## src/rtl/redirect_ctrl.sv

```systemverilog
// -----------------------------------------------------------------------------
// redirect_ctrl
//
// Control-transfer redirect controller for the 5-stage pipeline. It watches the
// execute-stage branch/jump decision. On a taken transfer it kills the younger
// wrong-path instructions in IF/ID and ID/EX, and steers the PC mux to the
// resolved target. If fetch is busy, the target is parked in tgt_q and the
// redirect is held until fetch accepts it. Saturating statistics counters
// feed the performance report.
//
// Parameters
//   PC_W   PC / target width
//   CNT_W  statistics counter width
//
// Ports
//   clk             clock, all state updates on the rising edge
//   rst             asynchronous reset, active-low
//   ex_valid        EX stage holds a valid instruction
//   ex_is_cti       EX instruction is a branch or jump
//   brchcnd         EX control transfer is taken (1) / not taken (0)
//   ex_target       resolved target address
//   fetch_stall     fetch cannot accept a PC redirect this cycle
//   clr_cnt         synchronous clear of all statistics counters
//   redirect_valid  PC mux selects redirect_pc this cycle
//   redirect_pc     redirect address
//   flush_ifid      bubble the IF/ID register at the next edge
//   flush_idex      bubble the ID/EX register at the next edge
//   align_err       one-cycle pulse: taken target has bit 0 set
//   cnt_cti         resolved control transfers
//   cnt_taken       taken control transfers
//   cnt_stall       cycles spent waiting for fetch to accept a redirect
// -----------------------------------------------------------------------------
module redirect_ctrl #(
  parameter int PC_W  = 16,
  parameter int CNT_W = 16
) (
  input  logic             clk,
  input  logic             rst,
  input  logic             ex_valid,
  input  logic             ex_is_cti,
  input  logic             brchcnd,
  input  logic [PC_W-1:0]  ex_target,
  input  logic             fetch_stall,
  input  logic             clr_cnt,
  output logic             redirect_valid,
  output logic [PC_W-1:0]  redirect_pc,
  output logic             flush_ifid,
  output logic             flush_idex,
  output logic             align_err,
  output logic [CNT_W-1:0] cnt_cti,
  output logic [CNT_W-1:0] cnt_taken,
  output logic [CNT_W-1:0] cnt_stall
);

  typedef enum logic {
    IDLE = 1'b0,  // no redirect outstanding
    PEND = 1'b1   // redirect parked in tgt_q, waiting for fetch
  } state_t;

  state_t          state_q, state_d;
  logic [PC_W-1:0] tgt_q;

  // Branch events are only honoured in IDLE; an EX instruction seen while a
  // redirect is pending is a protocol violation and is dropped entirely.
  logic cti_evt;
  logic tk;
  assign cti_evt = (state_q == IDLE) && ex_valid && ex_is_cti;
  assign tk      = cti_evt && brchcnd;

  // ---------------------------------------------------------------------------
  // State and parked target
  // ---------------------------------------------------------------------------
  // NOTE: sequential state uses non-blocking assignments and an asynchronous
  // active-low reset in the sensitivity list, so reset takes effect at once.
  always_ff @(posedge clk or negedge rst) begin
    if (!rst) begin
      state_q <= IDLE;
      tgt_q   <= '0;
    end else begin
      state_q <= state_d;
      if (tk && fetch_stall) begin
        tgt_q <= ex_target;
      end
    end
  end

  // ---------------------------------------------------------------------------
  // Next state and control outputs
  // ---------------------------------------------------------------------------
  // NOTE: every output gets a default at the top of the block so no path can
  // leave one unassigned and infer a latch.
  always_comb begin
    state_d        = state_q;
    redirect_valid = 1'b0;
    redirect_pc    = tgt_q;
    flush_ifid     = 1'b0;
    flush_idex     = 1'b0;
    align_err      = 1'b0;

    unique case (state_q)
      IDLE: begin
        if (tk) begin
          flush_ifid  = 1'b1;
          flush_idex  = 1'b1;
          redirect_pc = ex_target;
          // A misaligned target is flagged but still followed unmodified.
          align_err   = ex_target[0];
          if (fetch_stall) begin
            state_d = PEND;
          end else begin
            redirect_valid = 1'b1;
          end
        end
      end

      PEND: begin
        // Keep killing whatever fetch delivers until the redirect lands;
        // ID/EX already holds post-flush content, so it is left alone.
        redirect_valid = 1'b1;
        flush_ifid     = 1'b1;
        if (!fetch_stall) begin
          state_d = IDLE;
        end
      end

      default: state_d = IDLE;
    endcase
  end

  // ---------------------------------------------------------------------------
  // Saturating statistics counters
  // ---------------------------------------------------------------------------
  function automatic logic [CNT_W-1:0] sat_inc(input logic [CNT_W-1:0] v);
    return (&v) ? v : v + CNT_W'(1);
  endfunction

  always_ff @(posedge clk or negedge rst) begin
    if (!rst) begin
      cnt_cti   <= '0;
      cnt_taken <= '0;
      cnt_stall <= '0;
    end else if (clr_cnt) begin
      // Clear wins over any increment in the same cycle.
      cnt_cti   <= '0;
      cnt_taken <= '0;
      cnt_stall <= '0;
    end else begin
      if (cti_evt)           cnt_cti   <= sat_inc(cnt_cti);
      if (tk)                cnt_taken <= sat_inc(cnt_taken);
      if (state_q == PEND)   cnt_stall <= sat_inc(cnt_stall);
    end
  end

endmodule

```

## config.mk

```make
export PLATFORM = sky130hd
export DESIGN_NAME = redirect_ctrl
export DESIGN_NICKNAME = d
export VERILOG_FILES = /design/src/rtl/redirect_ctrl.sv
export SDC_FILE = /design/constraint.sdc
export NUM_CORES = 1
export LEC_CHECK = 0
export CAP_MARGIN = 30
export CORE_MARGIN = 2
export CORE_UTILIZATION = 45
export DETAILED_ROUTE_END_ITERATION = 6
export HOLD_SLACK_MARGIN = 0.06
export PLACE_DENSITY = 0.77
export SYNTH_ARGS = -nofsm -noshare
export SYNTH_HDL_FRONTEND = slang
export SYNTH_SLANG_ARGS = --single-unit
```

## constraint.sdc

```tcl
create_clock -name clk -period 1.71 [get_ports clk]
set_input_delay 0.2565 -clock clk [delete_from_list [all_inputs] [get_ports clk]]
set_output_delay 0.2565 -clock clk [all_outputs]
set_load 0.05 [all_outputs]
```

# Word-level counts from Yosys, hierarchy flattened
# Index checks and enable logic that the tools add are counted.
[totals] regBits=65 out_inout_bits=68 wordCells=47
[classes] n_addsub=3 eq_ne=3 muxes=22 bitwise_logic=1 n_reduce_logical=13
[op_table] cell="16-bit two-way mux" count=11
[op_table] cell="16-bit by 1-bit adder with 16-bit output (second input constant)" count=3
[op_table] cell="16-bit AND reduction" count=3
[op_table] cell="1-bit two-way mux" count=8
[op_table] cell="2-bit inequality test (second input constant)" count=3
[op_table] cell="1-bit case mux with 2 select lines" count=3
[op_table] cell="2-bit AND reduction" count=3
[op_table] cell="2-bit nonzero test" count=3
[op_table] cell="1-bit logical AND" count=4
[op_table] cell="1-bit NOT" count=1

# Logic depth before layout (Yosys ltp)
[logic_depth] ltp_word=6 depth_mapped=7 ltp_nobuf=5

# Worst setup path before layout
# OpenSTA, ideal clock, no wires.
[synth_path] path_kind="register to register" from="reg cnt_taken[0]" to="reg cnt_taken[10]" setup_time_ns=0.125 t_arrival_ns=2.148 path_slack_ns=-0.563 path_stages_with_launch=6 n_path_buf=0 path_cell_list="dfrtp_1 -> ha_1 -> nand3_1 -> or3_1 -> nor4b_2 -> mux2_2"
[synth_via] elab_chain_cells=4 word_cells_on_any_way=7 cone_classes="add/sub (1); eq/ne (1); mux (3); reduce/logical (2)"
[synth_rtl] item="start: declaration" line_no="51" text="output logic [CNT_W-1:0] cnt_taken,"
[synth_rtl] item="start signal: assignment" line_no="149" text="if (tk) cnt_taken <= sat_inc(cnt_taken);"
[synth_rtl] item="16-bit by 1-bit adder with 16-bit output" line_no="134" text="return (&v) ? v : v + CNT_W'(1);"
[synth_rtl] item="16-bit two-way mux" line_no="134"
[synth_rtl] item="16-bit two-way mux" line_no="149"
[synth_rtl] item="16-bit two-way mux" line_no="142" text="end else if (clr_cnt) begin"
# Parallel ways exist; a longest one is shown, timed or not. The select of a mux whose other input is x is not followed.
# A chain may end at the register's enable or synchronous reset.

# Worst setup path in the final report
[layout_path] from="reg state_q" to="reg cnt_taken[10]"
[layout_via] elab_chain_cells=6
[layout_rtl] item="start: declaration" line_no="60" text="state_t state_q, state_d;"
[layout_rtl] item="start signal: assignment" line_no="80" text="state_q <= state_d;"
[layout_rtl] item="1-bit NOT"
[layout_rtl] item="1-bit logical AND (2 in series)" line_no="67" text="assign cti_evt = (state_q == IDLE) && ex_valid && ex_is_cti;"
[layout_rtl] item="1-bit logical AND" line_no="68" text="assign tk = cti_evt && brchcnd;"
[layout_rtl] item="2-bit nonzero test (no line)"
[layout_rtl] item="2-bit AND reduction (no line)"
# Every way passes these cells.

==> metrics.cfg <==
[logic_synthesis]
synth_area_per_cell_um2 = 9.39
synth_edf_count = 0
synth-seq-cells = 65
synthFlopType = dfrtp_1
yosys_warnings = 0
synthCells = 389
async_flop_share_pct = 100
ys_seq_area_share_pct = 44.5
synth.distinct_cells = 52
synth_area_leaders = dfrtp_1 (45%), mux2_2 (7.7%), nand2_1 (6.4%)
synth_top_area_share_pct = 44.5
synth_fp_nets = 415
synth_top_area_cell = dfrtp_1
synth_area_mm2 = 0.00365

[sta]
finalSetupViolCount = 35
setup-tns-final_ps = -3250
max_slew_margin_pct = 69.7
rsz0062_at_grt = yes
finalHoldViolCount = 0
final.setup_skew_ps = 8.52
hold_ws_ps = 251
layout_setup_ws_ps = -179
period_share_pct = 110
fin_crit_ps = 1890
worstMarginPinSlew_ps = 452
final-max-slew-violation-count = 0
max_freq_ghz = 0.530

[clocking]
clk_pin_slew_ps = 80
clock-root-buffer = clkbuf_8
clk_path_buf_depth = 2
cts_tree = done
h-tree-depth = 3
cts_num_sinks = 65
clk_latency_ps = 340
cts_buffers = 9

[layout]
multiInputGateArea_mm2 = 0.00240
nFillCells = 465
design_area_mm2 = 0.00626
regArea_mm2 = 0.00168
antenna_cells = 0
area_growth_pct = 71.2
layout.nets = 587
layout-drive-gt1-share_pct = 58.8

[power]
powerDensity_mw_per_mm2 = 759
p_comb_share_pct = 28.1
switchingPower_mw = 1.40
p_leak_nw = 2.66
switching_share_pct = 29.4
internal_power_mw = 3.36
pwr-share-seq_pct = 35.7
peakVddDrop_v = 0.000818
pwr-share-clk_pct = 36.2

[die]
dieArea_mm2 = 0.00886
start_util_pct = 46.8
die_x_um = 94.1
die_h_um = 94.1
core_mm2 = 0.00781
num_rows = 32
ioPinCount = 91

[placed_design]
detailed_place.area_mm2 = 0.00545
port_buffers = 90
gp_congestion = 0.859
pre_cts_ws_ps = -462
hpwl_mm = 7.12

[drt]
drt_iter0_markers = 149
drcViolationCount = 0
vias_per_cell = 5.71
drt_wl_total_mm = 11.5
routedWlPerCell_um = 17.2
ant_nets = 0
vias = 3811
first_pass_iters = 4

[critical_path]
cp.arrival_ps = 2120
cp_max_fo = 4
cp-end-kind = flop
cp-start-kind = flop
crit_type = reg -> reg
required_ps = 1940

[global_routing]
grt_max_degree = 66
grt_pass1_vias = 3771
grt_overflow = 0
grt_pass1_wl_mm = 18.1
gr-usage-all-layers_pct = 25.8
antenna_found_initial = 0

[min_path]
hp-class = in -> reg

[status]
status = complete, but fails checks
violations = setup timing

[run]
drv_cap = 0

power groups by stage:
stage	sequential, mW	combinational (mW)	clock, mW
4_1_cts	1.69	1.33	1.73
3_5_place_dp	1.72	1.27	0
6_report	1.70	1.34	1.72
3_3_place_gp	1.71	1.25	0
2_1_floorplan	1.73	0.626	0
5_1_grt	1.71	1.40	1.81
per-stage QoR:
stage | power (mW) | utilization [%] | cells
floorplan | 2.35 | - | 389
global placement | 2.97 | 69.8 | 632
detailed placement | 2.99 | 69.8 | 632
CTS | 4.75 | 77.1 | 661
global route | 4.92 | 80.1 | 668
finish | 4.75 | 80.1 | 668
layout make-up:
type	instances	area share, %
sequential	65	26.9
multi-input combinational	299	38.3
tap	102	2.04
clock inverter	4	1.56
inverter	7	0.520
clock buffer	12	2.64
timing repair buffer	179	28.0
kinds of logic after synthesis:
family,count (synthesis),synth area share (%)
DFF,65,44.5
AOI/OAI and AO/OA,71,11.8
adders and majority gates,3,1.03
and+or+nand+nor,197,31.2
buffers and inverters,25,2.95
muxes,28,8.56
registers in the layout, indices dropped and copies added, names as in the netlist:
name	count
state_q	1
cnt_cti	16
cnt_stall	16
cnt_taken	16
tgt_q	16
synth_stat cells (2+ instances only):
master and n:
and3b_1 2, nand2_1 62, buf_1 2, a211oi_1 2
and3_1 5, nor4b_1 2, dfrtp_1 65, or4_1 11
nor4_1 5, nor4b_2 2, and4_1 2, nand3_1 15
ha_1 3, nor2b_1 10, mux2_2 25, clkbuf_1 10
mux2i_1 2, nor3b_1 3, buf_2 4, nand4_1 14
inv_1 7, a21oi_1 30, nand2b_1 2, nor2_1 16
o31ai_1 12, a21o_1 2, o21ai_0 13, a31oi_1 3
o21ba_2 2, or2_2 2, and2_1 3, nor3_1 14
o21a_1 3, or3_1 16
metal layers:
metal	GRT usage, %	vias up	wire [um]	share of wire [%]
li1	-	1786	-	-
met1	32.3	1881	4810	42
met2	42.8	134	5770	50
met3	6.66	10	808	7.0
met4	9.90	0	104	0.91
met5	0	-	0	0
path summary, 6_finish.rpt:
| path | from | endpoint | slack, ps | cells after the start |
|---|---|---|---|---|
| max in group asynchronous | rst | cnt_stall[14] | 920 | 3 |
| min in group asynchronous | rst | cnt_stall[5] | 450 | 3 |
| setup reg to reg | state_q | cnt_taken[10] | -180 | 5 |
| hold reg to reg | tgt_q[3] | tgt_q[3] | 510 | 1 |
| setup / recovery | state_q | cnt_taken[10] | -180 | 5 |
| hold / removal | clr_cnt | cnt_taken[7] | 250 | 2 |
cell usage in the layout, fill, tap and decap left out, types with 7 or more instances in the layout:
| cell type | netlist | final |
|---|---|---|
| o21ai_0 | 13 | 11 |
| a21oi_1 | 30 | 21 |
| mux2_4 | 0 | 8 |
| nand4_1 | 14 | 14 |
| nor3_1 | 14 | 9 |
| buf_4 | 0 | 121 |
| mux2_2 | 25 | 18 |
| clkbuf_8 | 0 | 12 |
| buf_6 | 1 | 9 |
| clkdlybuf4s50_1 | 0 | 19 |
| buf_12 | 0 | 26 |
| or3_4 | 1 | 7 |
| nand2_1 | 62 | 36 |
| or3_1 | 16 | 10 |
| nand3_1 | 15 | 10 |
| dfrtp_1 | 65 | 21 |
| o31ai_1 | 12 | 10 |
| nand2_2 | 0 | 22 |
| nor2b_1 | 10 | 10 |
| nor2_1 | 16 | 15 |
| dfrtp_2 | 0 | 44 |
| a21oi_2 | 0 | 9 |
| or4_1 | 11 | 8 |
worst max-delay path, stage by stage (launching register included):
cell and delay, ps:
dfrtp_1 390, nand4b_4 230, buf_6 160, or3_4 410, nor4b_4 260, mux2_4 330
what timing repair did:
| action | 4_1_cts | 5_1_grt |
|---|---|---|
| hold endpoints to repair | 65 | 0 |
| setup buffers | 12 | 8 |
| gates resized for setup | 42 | 42 |
| hold buffers | 1 | 0 |
| pin swaps | 18 | 20 |
| setup endpoints to repair | 32 | 56 |
| cloned | 1 | 0 |
(Power assumes the default switching activity.)
